[config.mk]
export PLATFORM = sky130hd
export DESIGN_NAME = seg7_bank_flat
export DESIGN_NICKNAME = d
export VERILOG_FILES = /design/src/rtl/seg7_bank_if.sv /design/src/rtl/seg7_bank.sv /design/src/flat_wrapper.sv
export SDC_FILE = /design/constraint.sdc
export NUM_CORES = 1
export LEC_CHECK = 0
export ABC_AREA = 1
export ABC_CLOCK_PERIOD_IN_PS = 2500
export CORE_MARGIN = 3
export CORE_UTILIZATION = 30
export CTS_BUF_LIST = sky130_fd_sc_hd__clkbuf_8
export CTS_CLUSTER_SIZE = 14
export DETAILED_ROUTE_END_ITERATION = 7
export HOLD_SLACK_MARGIN = 0.12
export MAX_ROUTING_LAYER = met4
export PLACE_DENSITY = 0.51
export SETUP_SLACK_MARGIN = 0.02
export SYNTH_ARGS = -nofsm -noshare
export SYNTH_HDL_FRONTEND = slang
export SYNTH_SLANG_ARGS = --single-unit
[constraint.sdc]
create_clock -name clk -period 2.5 [get_ports clk]
set_clock_uncertainty 0.15 [all_clocks]
set_input_delay 0.375 -clock clk [delete_from_list [all_inputs] [get_ports clk]]
set_output_delay 0.375 -clock clk [all_outputs]
set_load 0.01 [all_outputs]
[src/rtl/seg7_bank_if.sv]
// Load/status/display bundle between application logic and the seven-segment bank.
interface seg7_bank_if #(
    parameter int NUM_DIGITS = 6,
    parameter int PWM_BITS   = 4
);
    logic                      load;
    logic [5*NUM_DIGITS-1:0]   codes;
    logic [NUM_DIGITS-1:0]     dp;
    logic [NUM_DIGITS-1:0]     blink_en;
    logic                      lz_en;
    logic [PWM_BITS-1:0]       duty;
    logic                      pending;
    logic                      ack;
    logic [8*NUM_DIGITS-1:0]   hex_n;

    modport master (
        output load, codes, dp, blink_en, lz_en, duty,
        input  pending, ack, hex_n
    );
    modport slave (
        input  load, codes, dp, blink_en, lz_en, duty,
        output pending, ack, hex_n
    );
endinterface

[src/rtl/seg7_bank.sv]
// Multi-digit active-low seven-segment driver: double-buffered frame-aligned load,
// per-digit blink, leading-zero blanking and PWM brightness.
module seg7_digit (
    input  logic [4:0] code,
    input  logic       dp,
    input  logic       dark,
    input  logic       lz_blank,
    output logic [7:0] hex_n
);
    logic [6:0] seg_n;

    always_comb begin
        seg_n = 7'h7F;
        case (code)
            5'd0:  seg_n = 7'h40;
            5'd1:  seg_n = 7'h79;
            5'd2:  seg_n = 7'h24;
            5'd3:  seg_n = 7'h30;
            5'd4:  seg_n = 7'h19;
            5'd5:  seg_n = 7'h12;
            5'd6:  seg_n = 7'h02;
            5'd7:  seg_n = 7'h78;
            5'd8:  seg_n = 7'h00;
            5'd9:  seg_n = 7'h10;
            5'd10: seg_n = 7'h08;
            5'd11: seg_n = 7'h03;
            5'd12: seg_n = 7'h46;
            5'd13: seg_n = 7'h21;
            5'd14: seg_n = 7'h06;
            5'd15: seg_n = 7'h0E;
            5'd16: seg_n = 7'h3F;
            5'd17: seg_n = 7'h47;
            5'd18: seg_n = 7'h2F;
            default: seg_n = 7'h7F;
        endcase
    end

    // Blink/PWM darkness wins over everything; a blanked leading zero keeps its dp.
    always_comb begin
        hex_n = {~dp, seg_n};
        if (dark)
            hex_n = 8'hFF;
        else if (lz_blank)
            hex_n = {~dp, 7'h7F};
    end
endmodule

module seg7_bank #(
    parameter int NUM_DIGITS = 6,
    parameter int BLINK_DIV  = 25_000_000,
    parameter int PWM_BITS   = 4
) (
    input  logic         clk,
    input  logic         reset_n,
    seg7_bank_if.slave   bus
);
    localparam int BW = $clog2(BLINK_DIV);

    typedef struct packed {
        logic [NUM_DIGITS-1:0][4:0] codes;
        logic [NUM_DIGITS-1:0]      dp;
        logic [NUM_DIGITS-1:0]      blink_en;
        logic                       lz_en;
        logic [PWM_BITS-1:0]        duty;
    } frame_t;

    localparam frame_t FRAME_RST = {{NUM_DIGITS{5'd19}}, {NUM_DIGITS{1'b0}},
                                    {NUM_DIGITS{1'b0}}, 1'b0, {PWM_BITS{1'b1}}};

    frame_t                       in_f, shadow, active;
    logic                         pending_q, ack_q;
    logic [PWM_BITS-1:0]          pwm_cnt;
    logic [BW-1:0]                blink_cnt;
    logic                         blink_phase;
    logic                         frame_end, xfer, pwm_on;
    logic [NUM_DIGITS-1:0]        lead, dark;
    logic [NUM_DIGITS-1:0][7:0]   hex_d, hex_q;

    assign in_f      = {bus.codes, bus.dp, bus.blink_en, bus.lz_en, bus.duty};
    assign frame_end = &pwm_cnt;
    assign xfer      = frame_end & (pending_q | bus.load);

    always_ff @(posedge clk or negedge reset_n) begin
        if (!reset_n) begin
            pwm_cnt     <= '0;
            blink_cnt   <= '0;
            blink_phase <= 1'b1;
        end else begin
            pwm_cnt <= pwm_cnt + PWM_BITS'(1);
            if (blink_cnt == BW'(BLINK_DIV - 1)) begin
                blink_cnt   <= '0;
                blink_phase <= ~blink_phase;
            end else begin
                blink_cnt <= blink_cnt + BW'(1);
            end
        end
    end

    // A load on the boundary cycle goes straight to active and leaves nothing pending.
    always_ff @(posedge clk or negedge reset_n) begin
        if (!reset_n) begin
            shadow    <= FRAME_RST;
            active    <= FRAME_RST;
            pending_q <= 1'b0;
            ack_q     <= 1'b0;
        end else begin
            ack_q <= xfer;
            if (bus.load)
                shadow <= in_f;
            if (xfer) begin
                active    <= bus.load ? in_f : shadow;
                pending_q <= 1'b0;
            end else if (bus.load) begin
                pending_q <= 1'b1;
            end
        end
    end

    assign pwm_on = (&active.duty) || (pwm_cnt < active.duty);

    always_comb begin
        logic zrun;
        zrun = active.lz_en;
        lead = '0;
        for (int i = NUM_DIGITS - 1; i >= 1; i--) begin
            zrun    = zrun & (active.codes[i] == 5'd0);
            lead[i] = zrun;
        end
    end

    always_comb begin
        for (int i = 0; i < NUM_DIGITS; i++)
            dark[i] = ~pwm_on | (active.blink_en[i] & ~blink_phase);
    end

    for (genvar g = 0; g < NUM_DIGITS; g++) begin : g_dig
        seg7_digit u_dig (
            .code     (active.codes[g]),
            .dp       (active.dp[g]),
            .dark     (dark[g]),
            .lz_blank (lead[g]),
            .hex_n    (hex_d[g])
        );
    end

    always_ff @(posedge clk or negedge reset_n) begin
        if (!reset_n)
            hex_q <= '1;
        else
            hex_q <= hex_d;
    end

    assign bus.hex_n   = hex_q;
    assign bus.pending = pending_q;
    assign bus.ack     = ack_q;
endmodule

[src/flat_wrapper.sv]
// flat-port wrapper written by rule: the top's interface ports become plain ports
module seg7_bank_flat 
#(
    parameter int NUM_DIGITS = 6,
    parameter int BLINK_DIV  = 25_000_000,
    parameter int PWM_BITS   = 4
)
  (clk, reset_n, bus_load, bus_codes, bus_dp, bus_blink_en, bus_lz_en, bus_duty, bus_pending, bus_ack, bus_hex_n);
  seg7_bank_if #(.NUM_DIGITS(NUM_DIGITS), .PWM_BITS(PWM_BITS)) bus_i ();
  input  logic clk;
  input  logic reset_n;
  input wire logic [$bits(bus_i.load)-1:0] bus_load;
  input wire logic [$bits(bus_i.codes)-1:0] bus_codes;
  input wire logic [$bits(bus_i.dp)-1:0] bus_dp;
  input wire logic [$bits(bus_i.blink_en)-1:0] bus_blink_en;
  input wire logic [$bits(bus_i.lz_en)-1:0] bus_lz_en;
  input wire logic [$bits(bus_i.duty)-1:0] bus_duty;
  output wire logic [$bits(bus_i.pending)-1:0] bus_pending;
  output wire logic [$bits(bus_i.ack)-1:0] bus_ack;
  output wire logic [$bits(bus_i.hex_n)-1:0] bus_hex_n;
  assign bus_i.load = bus_load;
  assign bus_i.codes = bus_codes;
  assign bus_i.dp = bus_dp;
  assign bus_i.blink_en = bus_blink_en;
  assign bus_i.lz_en = bus_lz_en;
  assign bus_i.duty = bus_duty;
  assign bus_pending = bus_i.pending;
  assign bus_ack = bus_i.ack;
  assign bus_hex_n = bus_i.hex_n;
  seg7_bank #(.NUM_DIGITS(NUM_DIGITS), .BLINK_DIV(BLINK_DIV), .PWM_BITS(PWM_BITS)) u_core (.clk(clk), .reset_n(reset_n), .bus(bus_i));
endmodule
==> reports/qor.txt, run 1 <==
Synth Net Count = 1,060
CP arrival = 1580 ps
total routed wirelength = 21.2 mm
FF-to-FF path depth = 7
CP endpoint kind = output port
share of layout cells above drive strength 1 = 0.210
worst vdd ir = 0.000325 V
Post-CTS Setup Inserts = 0
Final ANT Viol Nets = 0
CP Launch Type = flop
setup tns final = 0 ps
Post-Syn Instances = 971
Initial Utilization = 0.307
Final Critical Period = 2110 ps
Seq/Total Area, Yosys = 0.504
PostCTS Resize Cnt = 0
Hold Crit Class = reg -> reg
core box area = 28,900 µm²
H-tree depth = 4
final-report max-slew violation count = 0
status = complete, no violations
initial antenna violation count = 1
hold path startpoint = u_core.active[13]$_DFFE_PN0P_
WP buf/inv = 1
GR Overflow Total = 0
leakage dissipation = 4.73 nW
Yosys reg bits = 174
DP Wirelength = 15.7 mm
WHS Path Cells = 1
critical path required time = 1980 ps
port bufs = 99
CTS max path bufs = 2
Filler cells = 2,943
fin nets = 1,168
hold_ws = 255 ps
clk root buf = clkbuf_8
vias = 6,737
row count = 62
CTS tree = yes
Worst slew margin = 0.654
critical path's top delay family = buffers and inverters
WL/cell = 14.4 µm
global route hottest layer = met2
Worst-Skew Late Latency = 450 ps
Synth Flop Type = dfstp_2
clk sinks = 174
final hold violations = 0
via count of the first global-routing pass = 6,717
GR Util met2 = 0.218
die height = 178 µm
CP Cell Sequence = clkdlybuf4s50_1
fmax = 0.475 GHz
Power Total = 0.00646 W
Synth Warn # = 0
total of max-cap violations = 0
Initial DRT Pass Iterations = 4
Clock transition at path regs = 90 ps
IO Count = 100
Async SR Flop Fraction = 1.00
Hold Crit Endpoint = u_core.bus.hex_n[23]$_DFF_PN1_
flop-to-flop setup slack = 640 ps
number of enable flip-flop cells after synthesis = 0
Max stage delay cell, worst path = clkdlybuf4s50_1
max incr delay on CP = 610 ps
PD cells = 601 nW/µm²
DRT iter0 DRCs = 379
Num CTS Buffers = 17
fin crit share = 0.843
Die X = 178 µm
RSZ-0062 raised after global routing = false
routing usage on met1 = 0.200
Synth Cell Area = 8880 µm²
CP max FO = 1
Critical R2R Capture = u_core.bus.hex_n[36]$_DFF_PN1_
All-Layer GR Usage = 0.145
syn_area_per_cell = 9.14 µm²
post-DR vias/cell = 4.56
residual DRC count = 0
Synth cell types = 40
Die Area = 31,700 µm²
RePlAce Congestion = 0.853
final setup violation count = 0
crit path kind = reg -> out
Reg2Reg Launch Point = u_core.active[3]$_DFFE_PN1P_
Tightest Pin Transition = 520 ps
Crit. path cell count = 1
pin count of the biggest net entering global routing = 54
P&R area growth vs syn = 21.1%
met3 global-route usage = 0.0336
first-pass GRT wire length = 35.5 mm
final cells by class:
type	count	area [µm²]	share of cell area
Sequential cell	174	4470	0.416
Multi-Input combinational cell	676	3910	0.364
Timing Repair Buffer	113	1140	0.106
Tap cell	384	480	0.0447
Inverter	97	364	0.0339
Clock buffer	18	248	0.0230
Clock inverter	14	130	0.0121
Antenna cell	1	2.50	0.000233
cells by family after synthesis:
| logic type | Yosys count | share of synthesized area |
|---|---|---|
| AOI/OAI and AO/OA | 102 | 0.0608 |
| xor gates and xnor gates | 9 | 0.00973 |
| adders and majority gates | 39 | 0.0550 |
| buffers and inverters | 121 | 0.0565 |
| DFF | 174 | 0.504 |
| muxes | 59 | 0.0749 |
| and+or+nand+nor | 467 | 0.239 |
routing by layer:
layer / vias up / part of all wire
met5: - / 0
met4: 0 / 0.011
met3: 18 / 0.042
met2: 110 / 0.46
met1: 3233 / 0.49
li1: 3376 / -
where the power goes:
part	internal, W	switching, W	leakage, nW
Combinational	0.000552	0.000641	2.56
Sequential	0.00319	0.000159	1.98
Clock	0.000832	0.00109	0.196
synth_stat cells (2+ instances only):
cell type,count,area share
buf_4,3,0.0025
buf_2,17,0.0096
nand3_4,3,0.0059
nor3b_1,2,0.0017
o22ai_1,4,0.0028
nand3_1,68,0.038
nor2_1,102,0.043
nor2_2,4,0.0028
or2_2,3,0.0021
o21ai_0,63,0.036
dfrtp_1,81,0.23
buf_6,2,0.0025
nor2_8,4,0.0090
nand3_2,2,0.0023
mux2_2,59,0.075
inv_1,95,0.040
nand2_1,234,0.099
clkbuf_1,2,0.00085
a21oi_1,25,0.014
nand4_1,28,0.020
inv_2,2,0.00085
nor2_4,3,0.0038
a31oi_1,3,0.0021
dfstp_2,93,0.28
o211ai_1,3,0.0025
xor2_1,7,0.0069
nor3_1,8,0.0045
ha_1,39,0.055
per-stage QoR:
step	util	cell area [µm²]	setup slack, ps	std cells
2_1_floorplan	-	8880	777	971
3_3_place_gp	0.358	10400	638	1443
3_5_place_dp	0.358	10400	658	1443
4_1_cts	0.371	10700	360	1476
5_1_grt	0.372	10800	325	1477
6_report	0.372	10800	394	1477
flip-flops by register name, summed over array words and instances, names as in the netlist:
register / flops
u_core.shadow: 47
u_core.blink_phase: 1
u_core.active: 47
u_core.bus.pending: 1
u_core.pwm_cnt: 4
u_core.blink_cnt: 25
u_core.bus.hex_n: 48
u_core.bus.ack: 1
how the worst max path moves through the flow:
stage                     slack (ps)                             end                           start
final                            390                   bus_hex_n[24]  u_core.bus.hex_n[24]$_DFF_PN1_
after global routing             330                   bus_hex_n[24]  u_core.bus.hex_n[24]$_DFF_PN1_
after CTS                        360                   bus_hex_n[24]  u_core.bus.hex_n[24]$_DFF_PN1_
after detailed placement         660  u_core.bus.hex_n[16]$_DFF_PN1_   u_core.active[42]$_DFFE_PN1P_
after global placement           640  u_core.bus.hex_n[36]$_DFF_PN1_    u_core.active[3]$_DFFE_PN1P_
after floorplan                  780  u_core.bus.hex_n[16]$_DFF_PN1_    u_core.active[3]$_DFFE_PN1P_
what timing repair did:
action                                 4_1_cts  5_1_grt
hold buffers                                 1        0
endpoints found under the hold margin       54        0
setup endpoints to repair                    0        0
cell usage in the layout (no fill, tap or decap), types with 2 or more instances in the layout:
cell type	count
a21oi_1	25
a31oi_1	3
buf_12	4
buf_4	9
clkbuf_8	18
clkdlybuf4s50_1	97
clkinv_2	4
clkinv_4	3
dfrtp_1	81
dfstp_2	93
ha_1	39
inv_1	95
inv_2	2
inv_6	4
mux2_2	59
nand2_1	234
nand3_1	68
nand3_2	2
nand3_4	3
nand4_1	28
nor2_1	101
nor2_2	4
nor2_4	4
nor2_8	4
nor3_1	8
nor3b_1	2
o211ai_1	3
o21ai_0	63
o22ai_1	4
or2_2	3
xor2_1	7
(Power assumes the default switching activity.)
==> inputs of run 2 (changes only) <==
--- a/config.mk
+++ b/config.mk
@@ -6,7 +6,7 @@
 export NUM_CORES = 1
 export LEC_CHECK = 0
 export ABC_AREA = 1
-export ABC_CLOCK_PERIOD_IN_PS = 2500
+export ABC_CLOCK_PERIOD_IN_PS = 2200
 export CORE_MARGIN = 3
 export CORE_UTILIZATION = 30
 export CTS_BUF_LIST = sky130_fd_sc_hd__clkbuf_8
==> constraint.sdc (replaced) <==
create_clock -name clk -period 2.2 [get_ports clk]
set_clock_uncertainty 0.15 [all_clocks]
set_input_delay 0.33 -clock clk [delete_from_list [all_inputs] [get_ports clk]]
set_output_delay 0.33 -clock clk [all_outputs]
set_load 0.01 [all_outputs]
==> run 2 against run 1 <==
- clock power rose by 16%
- design area is 0.23% higher
- utilization grew 0.087 points
- sequential power is 13% higher
- clock-buffer cell count is the same
- combinational power is 14% higher
- total power grew 14%
- via count up 0.47%
==> reports/qor.txt, run 2 (synthesis results as in run 1) <==
pin count of the biggest net entering global routing = 49 (-9.3%)
port bufs = 99 (unchanged)
first-pass GRT wire length = 35.1 mm (-1.2%)
CP max FO = 1 (unchanged)
max incr delay on CP = 620 ps (about the same)
final-report max-slew violation count = 0 (unchanged)
Worst-Skew Late Latency = 470 ps (+20 ps)
residual DRC count = 0 (unchanged)
Final Critical Period = 2080 ps
DRT iter0 DRCs = 352 (-7.1%)
Setup WS post-layout = 121 ps (-273 ps)
All-Layer GR Usage = 0.142 (-0.00248)
Hold Crit Class = in -> reg
Cell Count, Final, Fillers Out = 1,480 (+0.20%)
CP Launch Type = flop
most frequent cells in the layout = nand2_1 (234), nor2_1 (101), clkdlybuf4s50_1 (97)
status = complete, no violations
critical path required time = 1720 ps (-260 ps)
Clock transition at path regs = 90 ps (about the same)
GR Overflow Total = 0 (unchanged)
post-DR vias/cell = 4.57 (+0.27%)
dpl cells = 1,446 (+0.21%)
P&R area growth vs syn = 21.4%
Max stage delay cell, worst path = clkdlybuf4s50_1
die height = 178 µm (unchanged)
Die Area = 31,700 µm² (unchanged)
max reg flops = 48 (unchanged)
share of layout cells above drive strength 1 = 0.212 (+0.00217)
vias = 6,769 (+0.47%)
commonest non-fill, non-tap cell in the layout = nand2_1
Initial DRT Pass Iterations = 5 (+1)
worst vdd ir = 0.000301 V (-7.3%)
DP Wirelength = 15.5 mm (-1.1%)
CP endpoint kind = output port
fin crit share = 0.945
final hold violations = 0 (unchanged)
WL/cell = 14.3 µm (-0.59%)
CTS tree = yes
Initial Utilization = 0.307 (unchanged)
initial antenna violation count = 1 (unchanged)
Num CTS Buffers = 17 (unchanged)
fin nets = 1,171 (+0.26%)
Post-CTS Setup Inserts = 0 (unchanged)
core box area = 28,900 µm² (unchanged)
CP Cell Sequence = clkdlybuf4s50_1
Worst slew margin = 0.695 (+0.0415)
Tightest Pin Transition = 457 ps (-62.2 ps)
Final ANT Viol Nets = 0 (unchanged)
clk root buf = clkbuf_8
CP arrival = 1600 ps (+20 ps)
final setup violation count = 0 (unchanged)
CTS max path bufs = 2 (unchanged)
post-place setup slack = 360 ps (-298 ps)
total of max-cap violations = 0 (unchanged)
WP buf/inv = 1 (unchanged)
RePlAce Congestion = 0.893 (+4.7%)
crit path kind = reg -> out
H-tree depth = 4 (unchanged)
via count of the first global-routing pass = 6,833 (+1.7%)
IO Count = 100 (unchanged)
fmax = 0.481 GHz
leakage dissipation = 4.74 nW (+0.25%)
setup tns final = 0 ps (unchanged)
row count = 62 (unchanged)
clk sinks = 174 (unchanged)
RSZ-0062 raised after global routing = false
total routed wirelength = 21.1 mm (-0.39%)
PD cells = 684 nW/µm² (+14%)
critical path's top delay family = buffers and inverters
Die X = 178 µm (unchanged)
run 2: cell types whose count changed in the layout (fill, tap and decap cells not counted):
cell / previous run / this run
clkinvlp_4: 1 / 2
clkinv_2: 4 / 3
buf_4: 9 / 12
inv_6: 4 / 5
clkinv_4: 3 / 2
run 2: stage by stage:
step | utilization | hold slack, ps | instance area [µm²] | power, W
after floorplan | - | -116 | 8880 | 0.00459
after global placement | 0.359 | 158 | 10400 | 0.00523
after detailed placement | 0.359 | 159 | 10400 | 0.00522
after CTS | 0.372 | 148 | 10800 | 0.00749
after global routing | 0.372 | 164 | 10800 | 0.00779
final | 0.372 | 181 | 10800 | 0.00737
run 2: layout make-up:
| type | instances | area (µm²) |
|---|---|---|
| Sequential cell | 174 | 4470 |
| Timing Repair Buffer | 116 | 1170 |
| Multi-Input combinational cell | 676 | 3910 |
| Inverter | 97 | 364 |
| Antenna cell | 1 | 2.50 |
| Clock inverter | 14 | 133 |
| Fill cell | 2955 | 18200 |
| Clock buffer | 18 | 248 |
| Tap cell | 384 | 480 |
run 2: where the power goes:
group	total (W)	switching (W)	internal [W]
Combinational	0.00136	0.000727	0.000629
Sequential	0.00380	0.000176	0.00362
Clock	0.00222	0.00127	0.000948
run 2: worst paths after layout:
check                                               start                        endpoint  slack, ps  cells after the start
setup / recovery           u_core.bus.hex_n[24]$_DFF_PN1_                   bus_hex_n[24]        120                      1
hold / removal                                   bus_load     u_core.shadow[11]$_DFF_PN0_        180                      2
setup reg to reg            u_core.active[42]$_DFFE_PN1P_  u_core.bus.hex_n[28]$_DFF_PN1_        340                     10
hold reg to reg             u_core.active[13]$_DFFE_PN0P_  u_core.bus.hex_n[23]$_DFF_PN1_        240                      1
max in group asynchronous                         reset_n     u_core.shadow[46]$_DFF_PN1_        970                      3
min in group asynchronous                         reset_n   u_core.active[16]$_DFFE_PN0P_        250                      2
run 2: metal layers:
metal,track usage,vias up,routed length [µm]
met2,0.221,118,9700
met5,-,-,0
met1,0.193,3250,10400
met4,0.0360,0,206
met3,0.0270,20,837
li1,-,3381,-
run 2: what timing repair did:
item,in CTS,in global routing
hold buffers,1,0
endpoints found under the setup margin,0,0
gates resized for setup,0,0
hold endpoints to repair,103,0
